<file path="config.mk">
export PLATFORM = sky130hd
export DESIGN_NAME = bin_to_bcd_seq
export DESIGN_NICKNAME = d
export VERILOG_FILES = /design/src/rtl/bin_to_bcd_seq_pkg.sv /design/src/rtl/bcd_digit_adjust.sv /design/src/rtl/bin_to_bcd_seq.sv
export SDC_FILE = /design/constraint.sdc
export NUM_CORES = 1
export LEC_CHECK = 0
export BUFFER_PORTS_ARGS = -buffer_cell sky130_fd_sc_hd__buf_2
export CAP_MARGIN = 20
export CORE_MARGIN = 4
export CORE_UTILIZATION = 30
export CTS_CLUSTER_SIZE = 16
export DETAILED_ROUTE_END_ITERATION = 12
export PLACE_DENSITY = 0.57
export RECOVER_POWER = 25
export SYNTH_ARGS = -nofsm -noshare
export SYNTH_HDL_FRONTEND = slang
export SYNTH_HIERARCHICAL = 1
export SYNTH_SLANG_ARGS = --single-unit
</file>
<file path="constraint.sdc">
create_clock -name clock_100Mhz -period 3.1 [get_ports clock_100Mhz]
set_input_delay 0.31 -clock clock_100Mhz [delete_from_list [all_inputs] [get_ports clock_100Mhz]]
set_output_delay 0.31 -clock clock_100Mhz [all_outputs]
set_load 0.005 [all_outputs]
</file>
<file path="src/rtl/bin_to_bcd_seq_pkg.sv">
// Shared types and constants for the sequential binary-to-BCD converter.
// Double-dabble sizing plus the saturation pattern for the display limit.
package bin_to_bcd_seq_pkg;

  localparam int BIN_W       = 16;
  localparam int BCD_W       = 20;
  localparam int ITER        = 16;
  localparam int MAX_DISPLAY = 9999;

  typedef enum logic [1:0] {
    IDLE,
    SHIFT,
    DONE
  } state_t;

  function automatic logic [15:0] dec_to_bcd(input int v);
    logic [15:0] r;
    r[3:0]   = 4'(v % 10);
    r[7:4]   = 4'((v / 10) % 10);
    r[11:8]  = 4'((v / 100) % 10);
    r[15:12] = 4'((v / 1000) % 10);
    return r;
  endfunction

  localparam logic [15:0] SAT_BCD = dec_to_bcd(MAX_DISPLAY);
  localparam logic [BCD_W-1:0] MAX_ACC = {4'd0, SAT_BCD};

endpackage

</file>
<file path="src/rtl/bcd_digit_adjust.sv">
// Double-dabble correction for one BCD digit.
// Adds 3 when the digit is 5 or more so the next shift carries correctly.
module bcd_digit_adjust (
  input  logic [3:0] i_digit,
  output logic [3:0] o_digit
);

  assign o_digit = (i_digit >= 4'd5) ? i_digit + 4'd3 : i_digit;

endmodule

</file>
<file path="src/rtl/bin_to_bcd_seq.sv">
// Sequential 16-bit binary to 4-digit BCD converter, one bit per clock.
// Valid/ready on both sides; result held in DONE until accepted.
module bin_to_bcd_seq
  import bin_to_bcd_seq_pkg::*;
#(
  parameter bit SATURATE = 1'b1
) (
  input  logic             clock_100Mhz,
  input  logic             reset,
  input  logic             in_valid,
  input  logic [BIN_W-1:0] in_data,
  output logic             in_ready,
  output logic             out_valid,
  input  logic             out_ready,
  output logic [15:0]      bcd,
  output logic             overflow
);

  state_t r_state;
  state_t w_next_state;

  logic [BIN_W-1:0] r_shift;
  logic [BCD_W-1:0] r_acc;
  logic [4:0]       r_cnt;
  logic [15:0]      r_bcd;
  logic             r_ovf;
  logic             r_out_valid;

  logic [BCD_W-1:0] w_adj;
  logic [BCD_W-1:0] w_acc_next;
  logic [BIN_W-1:0] w_shift_next;
  logic             w_last;
  logic             w_ovf;
  logic [15:0]      w_bcd;

  for (genvar g = 0; g < BCD_W / 4; g++) begin : g_adj
    bcd_digit_adjust u_adj (
      .i_digit (r_acc[4*g +: 4]),
      .o_digit (w_adj[4*g +: 4])
    );
  end

  assign w_acc_next   = {w_adj[BCD_W-2:0], r_shift[BIN_W-1]};
  assign w_shift_next = {r_shift[BIN_W-2:0], 1'b0};
  assign w_last       = (r_cnt == 5'(ITER - 1));
  assign w_ovf        = (w_acc_next > MAX_ACC);
  assign w_bcd        = (w_ovf && SATURATE) ? SAT_BCD
                                            : w_acc_next[15:0];

  always_ff @(posedge clock_100Mhz or posedge reset) begin
    if (reset) r_state <= IDLE;
    else       r_state <= w_next_state;
  end

  always_comb begin
    w_next_state = r_state;
    unique case (r_state)
      IDLE:    if (in_valid)  w_next_state = SHIFT;
      SHIFT:   if (w_last)    w_next_state = DONE;
      DONE:    if (out_ready) w_next_state = IDLE;
      default:                w_next_state = IDLE;
    endcase
  end

  always_ff @(posedge clock_100Mhz or posedge reset) begin
    if (reset) begin
      r_shift     <= '0;
      r_acc       <= '0;
      r_cnt       <= '0;
      r_bcd       <= '0;
      r_ovf       <= 1'b0;
      r_out_valid <= 1'b0;
    end else begin
      unique case (r_state)
        IDLE: begin
          if (in_valid) begin
            r_shift <= in_data;
            r_acc   <= '0;
            r_cnt   <= '0;
          end
        end
        SHIFT: begin
          r_acc   <= w_acc_next;
          r_shift <= w_shift_next;
          r_cnt   <= r_cnt + 5'd1;
          if (w_last) begin
            r_bcd       <= w_bcd;
            r_ovf       <= w_ovf;
            r_out_valid <= 1'b1;
          end
        end
        DONE: begin
          if (out_ready) r_out_valid <= 1'b0;
        end
        default: r_out_valid <= 1'b0;
      endcase
    end
  end

  assign in_ready  = (r_state == IDLE);
  assign out_valid = r_out_valid;
  assign bcd       = r_bcd;
  assign overflow  = r_ovf;

endmodule

</file>
==> run_results.csv <==
group,metric,value,unit
run_status,outcome,"finished, final reports clean",
layout,n_fill_cell,1008,
yosys,syn_inst,305,
floorplanning,die_h,109.1,um
layout,finalNetCount,382,
clocking,cts-root-buf,"clkbuf_8",
sta,post-route-period-util,88.52,%
clocking,cts_hold_buf,0,
routing,wl_per_cell,14.42,um
sta,maxSlewViolCount,0,
clocking,clock_path_buffers,2,
setup_path,cp_max_fo,7,
global_routing,grt_pass1_vias,2358,
min_path,hp-class,"input pin to asynchronous set/reset pin",
floorplanning,rows,36,
clocking,cts.sinks,61,
placement,post-place-ws,371.1,ps
layout,antenna_cells,0,
setup_path,arrival,2970,ps
global_routing,grt-ovfl-total,0,
pwr,power.leakage,1.729,nW
floorplanning,die_w,109.1,um
pwr,ir_drop,0.4013,mV
routing,vias,2376,
global_routing,grtUsageTotal,12.90,%
global_routing,grt_pass1_wl,11.94,mm
sta,relSlewSlack,29.50,%
sta,setup_viol,0,
sta,fmax,364.4,MHz
sta,finalHoldViolCount,0,
layout,final_cells,488,
floorplanning,core,0.009864,mm^2
clocking,cts_setup_buffers,0,
yosys,syn_nets,337,
clocking,cts_made_buffers,9,
sta,finalSetupTns,0,ps
sta,fin_crit,2744,ps
floorplanning,die_area,0.01191,mm^2
routing,vias_per_cell,4.869,
layout,area.sequential,0.001526,mm^2
clocking,htreeDepth,3,
routing,drc_errors,0,
floorplanning,start_util,31.11,%
layout,multi_input_area,0.001434,mm^2
sta,hold_ws,218.4,ps
routing,drtIter0Drc,97,
placement,place_congestion,0.7287,
clocking,cts_tree,"yes",
job,maxCapViolCount,0,
placement,dpl.hpwl,4.922,mm
yosys,synth_area,0.003069,mm^2
setup_path,path_class,"register to register",
clocking,cts-resized-gates,0,
setup_path,start_kind,"register",
routing,ant_nets,0,
routing,wl,7.035,mm
yosys,syn_avg_cell_area,10.06,um^2
placement,io_buffers,38,
clocking,cts.clk_slew.worst_paths,70,ps
floorplanning,io_pins,39,
clocking,clk_latency,340,ps
sta,worstMarginPinSlew,1056,ps
pwr,power_density,1094,mW/mm^2
sta,finalClockSkew,11.36,ps
setup_path,cp.required,3320,ps
global_routing,antenna_found_initial,0,
sta,worst_slack,355.7,ps
placement,dp.cells,472,
routing,dr.pass1.iters,4,
layout,area.growth.synth_to_final,19.16,%
setup_path,worstSetupEndpointType,"register",
pwr,finalPower,0.003999,W
yosys,yosysWarnings,6,
sta,rsz0062_at_grt,"false",
layout,drive_above_1_share,20.56,%
global_routing,grt_max_degree,29,
[per-stage QoR]
step           utilization [%]  cell area, um^2
6_report                 37.08             3657
5_1_grt                  37.08             3657
4_1_cts                  37.11             3661
3_5_place_dp             35.16             3468
3_3_place_gp             35.16             3468
2_1_floorplan                -             3069
[final timing paths]
check / startpoint / end / slack (ps) / cells past startpoint
min: reset / r_shift[3] / 220 / 2
max in group asynchronous: reset / r_acc[17] / 1520 / 3
min in group clock_100Mhz: in_data[0] / r_shift[0] / 220 / 2
min reg2reg: r_shift[4] / r_shift[4] / 470 / 2
max reg2reg: r_acc[12] / bcd[9] / 360 / 8
max: r_acc[12] / bcd[9] / 360 / 8
[layout by cell type (no fill, tap or decap), types with 8 or more instances in the layout]
cell type	instances
clkbuf_8	10
nor2_1	11
a22o_1	26
nand2b_1	11
a31oi_1	13
and2_1	13
buf_2	38
nand2_1	40
inv_1	15
buf_4	9
ha_1	12
o21ai_0	28
dfrtp_1	61
o22a_1	8
[flip-flops by register name, summed over array words and instances (netlist names)]
| name | cells |
|---|---|
| r_state | 2 |
| out_valid | 1 |
| r_cnt | 5 |
| bcd | 16 |
| overflow | 1 |
| r_acc | 20 |
| r_shift | 16 |
[power breakdown]
group          switching [W]  internal [W]
sequential          0.000276       0.00114
combinational       0.000994      0.000883
clock               0.000310      0.000391
total                0.00158       0.00242
[per-layer routing]
layer	up-vias	wire length [um]	GRT usage [%]
met5	-	0	0
met4	0	40	2.976
met3	5	448	5.329
met2	49	2960	18.60
met1	1138	3586	18.01
li1	1184	-	-
[worst max-delay path, stage by stage, from the launching register on]
cell and delay [ps]:
dfrtp_1 430, ha_1 200, nand2b_1 170, a21oi_2 200, mux2i_1 150, or4_1 540, or4_4 480, o211a_4 280
a22o_1 190
[layout make-up]
| cell class | count | area share (%) |
|---|---|---|
| sequential | 61 | 41.74 |
| multi-input combinational | 214 | 39.21 |
| timing repair buffer | 49 | 7.698 |
| tap | 133 | 4.550 |
| clock buffer | 12 | 3.969 |
| inverter | 15 | 1.540 |
| clock inverter | 4 | 1.300 |
Note: power is estimated with default switching activity, not from simulation.
